### src/rtl/pipe_ctrl_pkg.sv
// Shared pipeline-control definitions: stall bus layout, stall patterns and
// multi-cycle sequencer state encodings.
package pipe_ctrl_pkg;

  localparam int StallBusW     = 6;
  localparam int McLenWDefault = 6;

  typedef logic [StallBusW-1:0] stall_bus_t;

  // bit0 PC, bit1 IF/ID, bit2 ID/EX, bit3 EX/MEM, bit4 MEM, bit5 WB
  localparam stall_bus_t NoStall     = 6'b000000;
  localparam stall_bus_t StallFromId = 6'b000111;
  localparam stall_bus_t StallFromEx = 6'b001111;

  typedef enum logic [1:0] {
    McIdle = 2'b00,
    McRun  = 2'b01,
    McDone = 2'b10
  } mc_state_e;

endpackage

### src/rtl/pipe_ctrl.sv
// Stall merge for ID/EX hazards plus a sequencer that holds the front of the
// pipeline while a multi-cycle EX operation runs, then releases it exactly once.
module pipe_ctrl
  import pipe_ctrl_pkg::*;
#(
  parameter int MC_LEN_W = McLenWDefault
) (
  input  logic                clk,
  input  logic                rst,
  input  logic                stallreq_id,
  input  logic                stallreq_ex,
  input  logic                mc_start,
  input  logic [MC_LEN_W-1:0] mc_len,
  input  logic                flush,
  output logic [5:0]          stall,
  output logic                mc_done,
  output logic                mc_abort,
  output logic                busy
);

  localparam logic [MC_LEN_W-1:0] LenZero = {MC_LEN_W{1'b0}};
  localparam logic [MC_LEN_W-1:0] LenOne  = {{(MC_LEN_W-1){1'b0}}, 1'b1};

  mc_state_e           state_r;
  mc_state_e           state_nxt_s;
  logic [MC_LEN_W-1:0] cnt_r;
  logic [MC_LEN_W-1:0] cnt_nxt_s;
  logic                mc_hold_s;
  logic                done_s;
  logic                abort_s;
  stall_bus_t          stall_s;

  // Sequencer state and remaining-cycle counter
  always_ff @(posedge clk) begin
    if (rst) begin
      state_r <= McIdle;
      cnt_r   <= LenZero;
    end else begin
      state_r <= state_nxt_s;
      cnt_r   <= cnt_nxt_s;
    end
  end

  // Next-state logic; flush overrides everything, including a coincident start
  always_comb begin
    state_nxt_s = state_r;
    cnt_nxt_s   = cnt_r;
    mc_hold_s   = 1'b0;
    done_s      = 1'b0;
    abort_s     = 1'b0;
    if (flush) begin
      state_nxt_s = McIdle;
      cnt_nxt_s   = LenZero;
      abort_s     = (state_r != McIdle);
    end else begin
      case (state_r)
        McIdle: begin
          if (mc_start) begin
            mc_hold_s = 1'b1;
            if (mc_len <= LenOne) begin
              state_nxt_s = McDone;
            end else begin
              state_nxt_s = McRun;
              cnt_nxt_s   = mc_len - LenOne;
            end
          end else begin
            state_nxt_s = McIdle;
          end
        end
        McRun: begin
          mc_hold_s = 1'b1;
          cnt_nxt_s = cnt_r - LenOne;
          // <= rather than == so a corrupted zero count cannot wrap into a long hold
          if (cnt_r <= LenOne) begin
            state_nxt_s = McDone;
          end else begin
            state_nxt_s = McRun;
          end
        end
        McDone: begin
          done_s      = 1'b1;
          state_nxt_s = McIdle;
        end
        default: begin
          state_nxt_s = McIdle;
          cnt_nxt_s   = LenZero;
        end
      endcase
    end
  end

  // Merge all stall sources into one hold vector
  always_comb begin
    stall_s = NoStall;
    if (flush) begin
      stall_s = NoStall;
    end else begin
      if (mc_hold_s || stallreq_ex) begin
        stall_s = stall_s | StallFromEx;
      end else begin
        stall_s = stall_s | NoStall;
      end
      if (stallreq_id) begin
        stall_s = stall_s | StallFromId;
      end else begin
        stall_s = stall_s | NoStall;
      end
    end
  end

  // Outputs are held quiet for the whole reset window, whatever the inputs do
  always_comb begin
    if (rst) begin
      stall    = NoStall;
      mc_done  = 1'b0;
      mc_abort = 1'b0;
      busy     = 1'b0;
    end else begin
      stall    = stall_s;
      mc_done  = done_s;
      mc_abort = abort_s;
      busy     = (state_r != McIdle);
    end
  end

endmodule

### config.mk
export PLATFORM = sky130hd
export DESIGN_NAME = pipe_ctrl
export DESIGN_NICKNAME = d
export VERILOG_FILES = /design/src/rtl/pipe_ctrl_pkg.sv /design/src/rtl/pipe_ctrl.sv
export SDC_FILE = /design/constraint.sdc
export NUM_CORES = 1
export LEC_CHECK = 0
export BUFFER_PORTS_ARGS = -buffer_cell sky130_fd_sc_hd__buf_4
export CORE_MARGIN = 3
export CORE_UTILIZATION = 30
export DETAILED_ROUTE_END_ITERATION = 10
export PLACE_DENSITY = 0.55
export SLEW_MARGIN = 10
export SYNTH_ARGS = -nofsm -noshare
export SYNTH_HDL_FRONTEND = slang
export SYNTH_SLANG_ARGS = --single-unit
export TNS_END_PERCENT = 50
### constraint.sdc
create_clock -name clk -period 2.95 [get_ports clk]
set_clock_uncertainty 0.15 [all_clocks]
set_input_delay 0.1475 -clock clk [delete_from_list [all_inputs] [get_ports clk]]
set_output_delay 0.1475 -clock clk [all_outputs]
set_load 0.02 [all_outputs]
==> reports/qor.yml, run 1 <==
outcome: "finished, final reports clean"
startpoint: "cnt_r[2]$_SDFFE_PP0P_"
cts_resized: 0
port-buffer-count: 18
holdCritStartpoint: "mc_len[5]"
cts_setup_buffers: 0
yosys.area.top_type: "dfxtp_1"
cp.arrival_ns: 2.01
power_per_cell_area_nw_per_um2: 358
io_pins: 21
finalInstanceArea_um2: 862
die_w_um: 54.7
synth_edf_count: 0
slew_headroom_pct: 62.6
crit_fanout: 5
start_kind: "flop"
worst_r2r_startpoint: "cnt_r[2]$_SDFFE_PP0P_"
ff2ff_path_depth: 4
ys_top_cells_by_count: "dfxtp_1, nor2_1, inv_1"
std_cell_rows: 17
clkSinkCount: 8
synth-seq-area-share_pct: 22.5
maxCapViolations: 0
slew_violations: 0
cts_tree: "built"
ff2ff_setup_slack_ns: 0.98
die_h_um: 54.7
layoutNonFillerInstCount: 128
gp_congestion: 0.791
grt_max_degree: 15
synthFlopType: "dfxtp_1"
fill_cells: 241
place_area_um2: 840
required_ns: 3.00
clkLatencyLatePin_ns: 0.25
antenna_found_initial: 0
place_hpwl_um: 1400
p_leak_nw: 0.353
fin_nets: 118
async_flop_share_pct: 0
finalHoldViolCount: 0
avgSynthCellArea_um2: 8.48
yosysWarnings: 0
ys_ff_latch: 8
clockBufferDepth: 2
via_per_inst: 5.08
finalSetupViolations: 0
min_to: "state_r[1]$_SDFF_PP0_"
fin_tns_setup_ns: 0
vias: 650
dr.pass1.iters: 4
timing.rr.end: "cnt_r[5]$_SDFFE_PP0P_"
coreArea_um2: 2230
gr-total-overflow: 0
cts_hold_buf: 0
peakVddDrop_uv: 218
wl_um: 1720
htreeDepth: 1
syn_area_um2: 712
yosys-top-cells-area: "dfxtp_1, ha_1, xnor2_1, a32o_1, buf_4"
holdWs_ns: 0.0991
post-route-drc-count: 0
finalCriticalPeriod_ns: 1.97
grt_pass1_vias: 642
antenna_left: 0
fin_crit_sh_pct: 66.7
numCtsBuffers: 3
rsz0062_at_grt: "false"
min_delay_path_depth: 4
setup.worst_path.class: "flop to flop"
die-area_um2: 2990
hold_class: "primary input to flop"
drive_above_1_share_pct: 28.0
track_usage_pct: 13.6
first_iter_violations: 11
synth_top_area_share_pct: 22.5
cts_root_buf: "clkbuf_4"
diodes: 0
grt_pass1_wl_um: 2920
placedCellCount: 125
worst_pin_slew_ns: 0.560
synth_cell_types: 38
syn_to_final_growth_pct: 21.1
wire_per_inst_um: 13.4
finish.utilization_pct: 38.6
syn_inst: 84
clock.fmax_mhz: 508
clk_pin_slew_ns: 0.05
start_util_pct: 31.9
worstSetupEndpointType: "flop"
==> stage by stage <==
| step | worst slack, ns | power (W) |
|---|---|---|
| 4_1_cts | 1.01 | 0.000313 |
| 6_report | 0.983 | 0.000309 |
| 3_3_place_gp | 0.996 | 0.000229 |
| 5_1_grt | 0.888 | 0.000331 |
| 2_1_floorplan | 1.14 | 0.000197 |
| 3_5_place_dp | 0.961 | 0.000228 |
==> worst max-delay path: stages (launching register included) <==
cell and delay [ns]:
dfxtp_1 0.35, or3_1 0.40, or3b_2 0.48, o311ai_0 0.35, a32o_1 0.17
==> flip-flops by register name, indices dropped and copies added, names as in the netlist <==
signal,cells
cnt_r,6
state_r,2
==> area by class of cell <==
class | count | area (µm²) | area share, %
Tap cell | 28 | 35.0 | 4.06
Multi-Input combinational cell | 65 | 487 | 56.5
Sequential cell | 8 | 160 | 18.6
Inverter | 6 | 22.5 | 2.61
Clock buffer | 3 | 22.5 | 2.61
Timing Repair Buffer | 18 | 135 | 15.7
==> logic make-up (layout without fill, tap and decap cells) <==
family | after synthesis | count (layout) | share of synthesized area (%)
xor gates and xnor gates | 6 | 6 | 7.38
other | 1 | 2 | 0.527
AOI/OAI and AO/OA | 21 | 21 | 24.6
DFF | 8 | 8 | 22.5
and+or+nand+nor | 30 | 30 | 25.5
adders and majority gates | 4 | 4 | 7.03
muxes | 2 | 2 | 2.81
buffers and inverters | 12 | 27 | 9.67
==> metal layers <==
layer,global-route usage [%],part of all wire (%),up-vias
met5,0,0,-
met4,0,0,0
met3,4.90,4.8,0
met2,23.4,51,19
met1,17.0,44,297
li1,-,-,334
==> power breakdown <==
group / internal, W / leakage, nW / switching, W
logic: 0.0000505 / 0.273 / 0.0000520
clock network: 0.0000465 / 0.0138 / 0.0000362
registers: 0.000114 / 0.0653 / 0.00000947
==> how the worst max path moves through the flow <==
| stage | to | slack, ns |
|---|---|---|
| final | cnt_r[5]$_SDFFE_PP0P_ | 0.98 |
| after global routing | stall[1] | 0.89 |
| after CTS | cnt_r[5]$_SDFFE_PP0P_ | 1.01 |
| after detailed placement | cnt_r[0]$_SDFFE_PP0P_ | 0.96 |
| after global placement | cnt_r[0]$_SDFFE_PP0P_ | 1.0 |
| after floorplan | stall[1] | 1.14 |
==> placed cells by master, fill, tap and decap left out, drive strengths merged, types with 2 or more instances in the layout <==
cell type / Yosys / final
buf: 6 / 18
nor2: 8 / 8
dfxtp: 8 / 8
inv: 6 / 6
nor3: 5 / 5
a21oi: 4 / 4
xnor2: 4 / 4
ha: 4 / 4
a32o: 3 / 3
clkbuf: 0 / 3
or4: 3 / 3
o21ai: 2 / 2
and2: 2 / 2
mux2i: 2 / 2
o21bai: 2 / 2
nand2: 2 / 2
o21a: 2 / 2
nor3b: 2 / 2
xor2: 2 / 2
conb: 1 / 2
(Power assumes the default switching activity.)
==> inputs of run 2 (changes only) <==
Settings changed: ABC_AREA from default to 1, PLACE_DENSITY 0.55 to 0.57.
Clock period 2.95 ns to 1.8 ns, I/O delays scaled along.
==> reports/qor.yml, run 2 <==
yosys.area.top_type: "dfxtp_1"
numCtsBuffers: 3  # unchanged
io_pins: 21  # unchanged
syn_inst: 120  # +43%
fin_crit_sh_pct: 91.4
gp_congestion: 0.786  # -0.68%
antenna_left: 0  # unchanged
die_h_um: 55.0  # +0.47%
finish.utilization_pct: 40.8  # +2.2 points
fin_nets: 159  # +35%
register_area_um2: 160  # unchanged
htreeDepth: 1  # unchanged
fin_tns_setup_ns: 0  # unchanged
crit_fanout: 6  # +1
slew_violations: 0  # unchanged
clkLatencyLatePin_ns: 0.26  # about the same
track_usage_pct: 13.6  # -0.035 points
required_ns: 1.56  # -1.44 ns
layoutNonFillerInstCount: 169  # +32%
diodes: 0  # unchanged
die_w_um: 55.0  # +0.47%
finalSetupViolations: 0  # unchanged
worstSetupEndpointType: "output port"
placedCellCount: 164  # +31%
gr-total-overflow: 0  # unchanged
cp.arrival_ns: 1.41  # -0.60 ns
ys_ff_latch: 8  # unchanged
async_flop_share_pct: 0  # unchanged
via_per_inst: 4.54  # -11%
finalCriticalPeriod_ns: 1.65
syn_area_um2: 719  # +1.1%
synthFlopType: "dfxtp_1"
synth_edf_count: 0  # unchanged
std_cell_rows: 17  # unchanged
biggestRegsByFlops: "cnt_r: 6 flops, state_r: 2 flops"
die-area_um2: 3020  # +0.93%
cts_root_buf: "clkbuf_4"
clk_pin_slew_ns: 0.06  # about the same
wl_um: 1740  # +1.3%
dr.pass1.iters: 4  # unchanged
finalHoldViolCount: 0  # unchanged
antenna_found_initial: 0  # unchanged
setup.worst_path.class: "flop to output port"
synth_cell_types: 24  # -37%
drive_above_1_share_pct: 23.4  # -4.6 points
ff2ff_setup_slack_ns: 0.36  # -0.62 ns
outcome: "finished, final reports clean"
multi_input_area_um2: 464  # -4.6%
start_kind: "flop"
syn_to_final_growth_pct: 26.6
yosysWarnings: 0  # unchanged
top_register: "cnt_r"
vias: 768  # +18%
maxCapViolations: 0  # unchanged
final_cell_mix: "nand2_1, nor2_1, buf_4"
holdWs_ns: 0.0242  # -0.0748 ns
rsz0062_at_grt: "false"
start_util_pct: 32.2  # +0.34 points
peakVddDrop_uv: 394  # +81%
grt_max_degree: 9  # -6
clock.fmax_mhz: 608
final_common_cell: "nand2_1"
place_hpwl_um: 1390  # -0.54%
clockBufferDepth: 2  # unchanged
synth-seq-area-share_pct: 22.3  # -0.23 points
port-buffer-count: 18  # unchanged
grt_pass1_vias: 712  # +11%
wire_per_inst_um: 10.3  # -23%
first_iter_violations: 17  # +6
power_per_cell_area_nw_per_um2: 566  # +58%
clkSinkCount: 8  # unchanged
grt_pass1_wl_um: 2930  # +0.24%
hold_class: "primary input to flop"
post-route-drc-count: 0  # unchanged
p_leak_nw: 0.461  # +31%
ys_top_cells_by_count: "nand2_1, nor2_1, inv_1"
yosysMostFrequentCell: "nand2_1"
yosys-top-cells-area: "dfxtp_1, nand2_1, nor2_1, nand3_1, inv_1"
avgSynthCellArea_um2: 6.00  # -29%
fill_cells: 265  # +10%
cts_tree: "built"
synth_top_area_share_pct: 22.3  # -0.23 points
largest_reg_flops: 6  # unchanged
coreArea_um2: 2230  # unchanged
## run 2: path summary, 6_finish.rpt
check | startpoint | to | cells after the start
worst max-delay path | state_r[1]$_SDFF_PP0_ | stall[0] | 6
worst min-delay path | mc_len[0] | cnt_r[0]$_SDFFE_PP0P_ | 4
worst max register to register | cnt_r[0]$_SDFFE_PP0P_ | state_r[1]$_SDFF_PP0_ | 5
worst min register to register | cnt_r[4]$_SDFFE_PP0P_ | cnt_r[4]$_SDFFE_PP0P_ | 2
## run 2: cell type report
type	count	share of cell area [%]
clock buffer	3	2.47
inverter	18	7.55
multi-input combinational	91	51.0
sequential	8	17.6
tap	28	3.85
timing repair buffer	21	17.6
## run 2: per-layer routing
layer,vias up,GRT usage [%],part of all wire [%]
li1,421,-,-
met2,19,24.2,47
met3,0,4.83,7.4
met4,0,1.21,0
met5,-,0,0
met1,328,16.0,46
## run 2: cells by family after synthesis
| logic type | count (synthesis) | synth area share, % |
|---|---|---|
| and+or+nand+nor | 69 | 44.0 |
| buffers and inverters | 22 | 13.7 |
| AOI/OAI and AO/OA | 16 | 12.5 |
| DFF | 8 | 22.3 |
| adders and majority gates | 4 | 6.96 |
| other | 1 | 0.521 |
## run 2: report_power, final
| group | internal, W | leakage [nW] | switching [W] | total [W] |
|---|---|---|---|---|
| registers | 0.000186 | 0.0654 | 0.0000103 | 0.000196 |
| logic | 0.0000737 | 0.382 | 0.000102 | 0.000176 |
| clock network | 0.0000767 | 0.0138 | 0.0000665 | 0.000143 |
## run 2: through the flow
step | area, µm² | power [W] | setup WS [ns]
after global routing | 911 | 0.000561 | 0.00670
after global placement | 871 | 0.000371 | 0.307
final | 911 | 0.000516 | 0.154
after CTS | 903 | 0.000522 | 0.0615
after floorplan | 723 | 0.000320 | 0.0102
after detailed placement | 871 | 0.000373 | 0.250
## run 2: timing repair
item,in CTS,in global routing
setup endpoints to repair,3,3
endpoints found under the hold margin,1,0
pin swaps,0,1
hold buffers,1,0
resized for setup,1,0
setup buffers,0,1
## run 2: critical path, stage by stage, from the launching register on
cell and delay (ns):
dfxtp_1 0.37, inv_1 0.10, nand2_2 0.14, nand2_1 0.07
a21oi_1 0.18, o21ai_1 0.11, buf_4 0.17
